==> src/rtl/k_sync_fifo_param.sv <==
// rtl/k_sync_fifo_param.sv - parametrised single-clock FIFO with registered read data
// Optional sticky overflow/underflow flags are built when K_FIFO_ERR_FLAGS_EN is defined.
module k_sync_fifo_param #(
   parameter int data_size   = 8,
   parameter int addr_size   = 2,
   parameter int afull_level = 3
) (
   input  logic                 clk,
   input  logic                 rst,
   input  logic [data_size-1:0] d,
   input  logic                 wen,
   input  logic                 ren,
   output logic [data_size-1:0] q,
   output logic                 full,
   output logic                 empty,
   output logic                 afull,
   output logic [addr_size:0]   count,
   output logic                 overflow,
   output logic                 underflow
);
   localparam int depth = 1 << addr_size;
   localparam logic [addr_size:0] afull_thr = (addr_size + 1)'(afull_level);
   localparam logic [addr_size:0] one = (addr_size + 1)'(1);

   logic [data_size-1:0] mem [depth];
   logic [addr_size:0]   wptr;
   logic [addr_size:0]   rptr;
   logic [addr_size:0]   cnt;
   logic                 rd_ok;
   logic                 wr_ok;

   // The extra pointer MSB distinguishes a full ring from an empty one.
   assign empty = (wptr == rptr);
   assign full  = (wptr[addr_size] != rptr[addr_size]) &&
                  (wptr[addr_size-1:0] == rptr[addr_size-1:0]);
   assign afull = (cnt >= afull_thr);
   assign count = cnt;

   // A read frees a slot in the same cycle, so a full FIFO still accepts wen&ren.
   assign rd_ok = ren & ~empty;
   assign wr_ok = wen & (~full | rd_ok);

   always_ff @(posedge clk) begin
      if (!rst && wr_ok) begin
         mem[wptr[addr_size-1:0]] <= d;
      end
   end

   always_ff @(posedge clk) begin
      if (rst) begin
         wptr <= '0;
         rptr <= '0;
         cnt  <= '0;
         q    <= '0;
      end else begin
         if (wr_ok) begin
            wptr <= wptr + one;
         end
         if (rd_ok) begin
            rptr <= rptr + one;
            q    <= mem[rptr[addr_size-1:0]];
         end
         case ({wr_ok, rd_ok})
            2'b10:   cnt <= cnt + one;
            2'b01:   cnt <= cnt - one;
            default: cnt <= cnt;
         endcase
      end
   end

`ifdef K_FIFO_ERR_FLAGS_EN
   always_ff @(posedge clk) begin
      if (rst) begin
         overflow  <= 1'b0;
         underflow <= 1'b0;
      end else begin
         if (wen && full && !rd_ok) begin
            overflow <= 1'b1;
         end
         if (ren && empty) begin
            underflow <= 1'b1;
         end
      end
   end
`else
   assign overflow  = 1'b0;
   assign underflow = 1'b0;
`endif

endmodule

==> config.mk <==
export PLATFORM = sky130hd
export DESIGN_NAME = k_sync_fifo_param
export DESIGN_NICKNAME = d
export VERILOG_FILES = /design/src/rtl/k_sync_fifo_param.sv
export SDC_FILE = /design/constraint.sdc
export NUM_CORES = 1
export LEC_CHECK = 0
export ABC_AREA = 1
export BUFFER_PORTS_ARGS = -buffer_cell sky130_fd_sc_hd__buf_2
export CAP_MARGIN = 10
export CORE_ASPECT_RATIO = 0.5
export CORE_MARGIN = 3
export CORE_UTILIZATION = 51
export DETAILED_ROUTE_END_ITERATION = 8
export PLACE_DENSITY = 0.74
export SYNTH_ARGS = -nofsm -noshare
export SYNTH_HDL_FRONTEND = slang
export SYNTH_SLANG_ARGS = --single-unit
==> constraint.sdc <==
create_clock -name clk -period 1.65 [get_ports clk]
set_input_delay 0.0825 -clock clk [delete_from_list [all_inputs] [get_ports clk]]
set_output_delay 0.0825 -clock clk [all_outputs]
set_load 0.05 [all_outputs]
==> impl_metrics.env <==
export IMPL_status="complete, no violations"
export IMPL_synth_compound_area_frac=0.119
export IMPL_hold_violations=0
export IMPL_synth_xor_area_frac=0
export IMPL_grt_max_degree=19
export IMPL_drt_first_iter_violations=77
export IMPL_ff_latch_area_um2=1310
export IMPL_yosysUniqueCellTypes=30
export IMPL_dpl_hpwl_mm=2.95
export IMPL_numCtsBuffers=5
export IMPL_whs_ns=0.201
export IMPL_cpMaxStageDelayCell="fa_2"
export IMPL_leakage_nw=1.14
export IMPL_grt_pass1_vias=1584
export IMPL_rows=16
export IMPL_multiInputGateArea_um2=779
export IMPL_synth_mux_area_frac=0
export IMPL_fin_total_pwr_mw=2.98
export IMPL_start_kind="flop"
export IMPL_die_h_um=52.3
export IMPL_placed_cells=299
export IMPL_worst_setup_path_end_kind="flop"
export IMPL_htree_num_levels=2
export IMPL_path_buf_inv=3
export IMPL_grt_first_pass_wirelength_mm=7.20
export IMPL_num_fill_cells=287
export IMPL_antenna_found_initial=0
export IMPL_grt_use_total=0.187
export IMPL_dr_pass1_iters=4
export IMPL_syn_to_final_growth_pct=28.0
export IMPL_synth_fa_ha_area_frac=0.0377
export IMPL_port_buffers=25
export IMPL_crit_fanout=3
export IMPL_maxCapViolCount=0
export IMPL_floorplan_initialDensity=0.547
export IMPL_path_class="reg -> reg"
export IMPL_chipWidth_um=98.6
export IMPL_netlist_area_um2=2190
export IMPL_hp_class="in -> reg"
export IMPL_place_area_um2=2550
export IMPL_gp_congestion=0.784
export IMPL_fin_skew_ns=0.00907
export IMPL_cp_top_family="simple AND/OR/NAND/NOR gates"
export IMPL_clk_latency_ns=0.30
export IMPL_dieArea_um2=5160
export IMPL_layout_drive_gt1_share=0.366
export IMPL_max_clock_freq_mhz=607
export IMPL_required_ns=1.90
export IMPL_core_um2=4000
export IMPL_io_pins=28
export IMPL_netlist_area_leader_share=0.439
export IMPL_synth_area_top_cells="edfxtp_1, dfxtp_1, nor2_1"
export IMPL_antennaDiodeCount=0
export IMPL_mostFrequentLayoutCells="nor2_1, edfxtp_1, o21ai_0"
export IMPL_cts_root_buf="clkbuf_8"
export IMPL_yosys_warnings=0
export IMPL_worstPathCellList="inv_2, nand2_2, nand2_2, nand3_4, nand2_8, inv_8, nand2_8, fa_2, inv_2, nand4_1, nand3_1, nand2_1, nor2_1"
export IMPL_drc=0
export IMPL_nets=282
export IMPL_path_clk_slew_ns=0.09
export IMPL_min_period_ns=1.65
export IMPL_cts_max_path_buffers=2
export IMPL_vias_per_cell=5.05
export IMPL_synthCells=204
export IMPL_seq_area_frac_synth=0.595
export IMPL_setup_violations=0
export IMPL_postRouteAntennaNets=0
export IMPL_ir_drop_mv=0.445
export IMPL_num_vias=1611
export IMPL_fin_util=0.700
export IMPL_netlist_top_cell_by_area="edfxtp_1"
export IMPL_powerDensity_nw_per_um2=1060
export IMPL_fin_area_um2=2800
export IMPL_synthSimpleGateAreaFrac=0.168
export IMPL_overflow=0
export IMPL_final_common_cell="nor2_1"
export IMPL_slowest_delay_ns=0.37
export IMPL_routed_wl_mm=4.54
export IMPL_finalMaxSlewViolations=0
export IMPL_rsz0062_at_grt="yes"
export IMPL_stdcell_count=319
export IMPL_cts_sinks=49
export IMPL_finalCritPeriodShare=0.998
export IMPL_critical_path_arrival_ns=1.89
export IMPL_synth_area_per_cell_um2=10.7
export IMPL_ys_ff_latch=49
export IMPL_synth_top_family_by_area="simple AND/OR/NAND/NOR gates"
export IMPL_tritoncts="yes"
export IMPL_wire_per_inst_um=14.2
## through the flow
stage | worst slack [ns] | setup TNS, ns
global route | -0.154 | -0.154
CTS | 0.00766 | 0
global placement | 0.0299 | 0
detailed placement | -0.0548 | -0.0548
finish | 0.00260 | 0
floorplan | -0.0649 | -0.0964
## logic make-up after synthesis
logic type      count (synthesis)
other cells                     1
buf+inv                        29
flops                          49
compound gates                 47
fa+ha+maj                       6
simple gates                   72
## sequential cells by signal (all words and copies together), names as in the netlist
name	count
mem	32
q	8
count	3
rptr	3
wptr	3
## tightest hold or removal path, delay by kind of cell
kind | cells | cell delay (ns)
AO/OA/AOI/OAI | 3 | 0.19
buffers and inverters | 2 | 0.18
## cells in the mapped netlist
| cell | count |
|---|---|
| inv_1 | 17 |
| ha_1 | 5 |
| inv_8 | 2 |
| nand2_4 | 5 |
| o21ai_0 | 28 |
| conb_1 | 1 |
| nand2_2 | 3 |
| nand3_2 | 2 |
| edfxtp_1 | 32 |
| o21ai_1 | 1 |
| nand2_8 | 1 |
| dfxtp_1 | 17 |
| nand3_1 | 2 |
| buf_4 | 2 |
| clkbuf_1 | 1 |
| nand2_1 | 13 |
| buf_12 | 1 |
| a21oi_2 | 1 |
| buf_2 | 1 |
| inv_4 | 1 |
| a21oi_1 | 6 |
| o21ai_2 | 3 |
| inv_2 | 1 |
| fa_1 | 1 |
| nor2_1 | 42 |
| nand4_1 | 2 |
| a31oi_1 | 8 |
| nand3_4 | 1 |
| buf_6 | 3 |
| nor3_1 | 1 |
## cell type report
| class | count | area share |
|---|---|---|
| sequential | 49 | 0.468 |
| multi-input combinational | 127 | 0.278 |
| timing repair buffer | 60 | 0.164 |
| inverter | 21 | 0.0344 |
| clock buffer | 6 | 0.0259 |
| tap | 54 | 0.0241 |
| clock inverter | 2 | 0.00491 |
## power breakdown
| part | internal, mW | switching [mW] | total [mW] | leakage, nW |
|---|---|---|---|---|
| registers | 1.39 | 0.0478 | 1.44 | 0.434 |
| clock network | 0.302 | 0.377 | 0.679 | 0.0456 |
| logic | 0.295 | 0.574 | 0.869 | 0.659 |
## metal layers
metal,up-vias,track usage,share of wire
li1,811,-,-
met1,743,0.208,0.41
met2,50,0.357,0.51
met3,7,0.0425,0.070
met4,0,0.0726,0.015
met5,-,0,0
## final timing paths
path / startpoint / endpoint / slack (ns) / depth (start not counted)
max: rptr[2]$_SDFFE_PP0N_ / count[2]$_SDFFE_PP0P_ / 0.003 / 13
min: wen / wptr[2]$_SDFFE_PP0P_ / 0.20 / 5
max reg2reg: rptr[2]$_SDFFE_PP0N_ / count[2]$_SDFFE_PP0P_ / 0.003 / 13
min reg2reg: q[4]$_SDFFE_PP0N_ / q[4]$_SDFFE_PP0N_ / 0.52 / 2
## timing repair
action	CTS	global route
hold buffers	9	0
endpoints found under the hold margin	34	0
pin swaps	3	8
gates resized for setup	8	12
buffers inserted	0	3
endpoints found under the setup margin	1	20
Note: power is estimated with default switching activity, not from simulation.
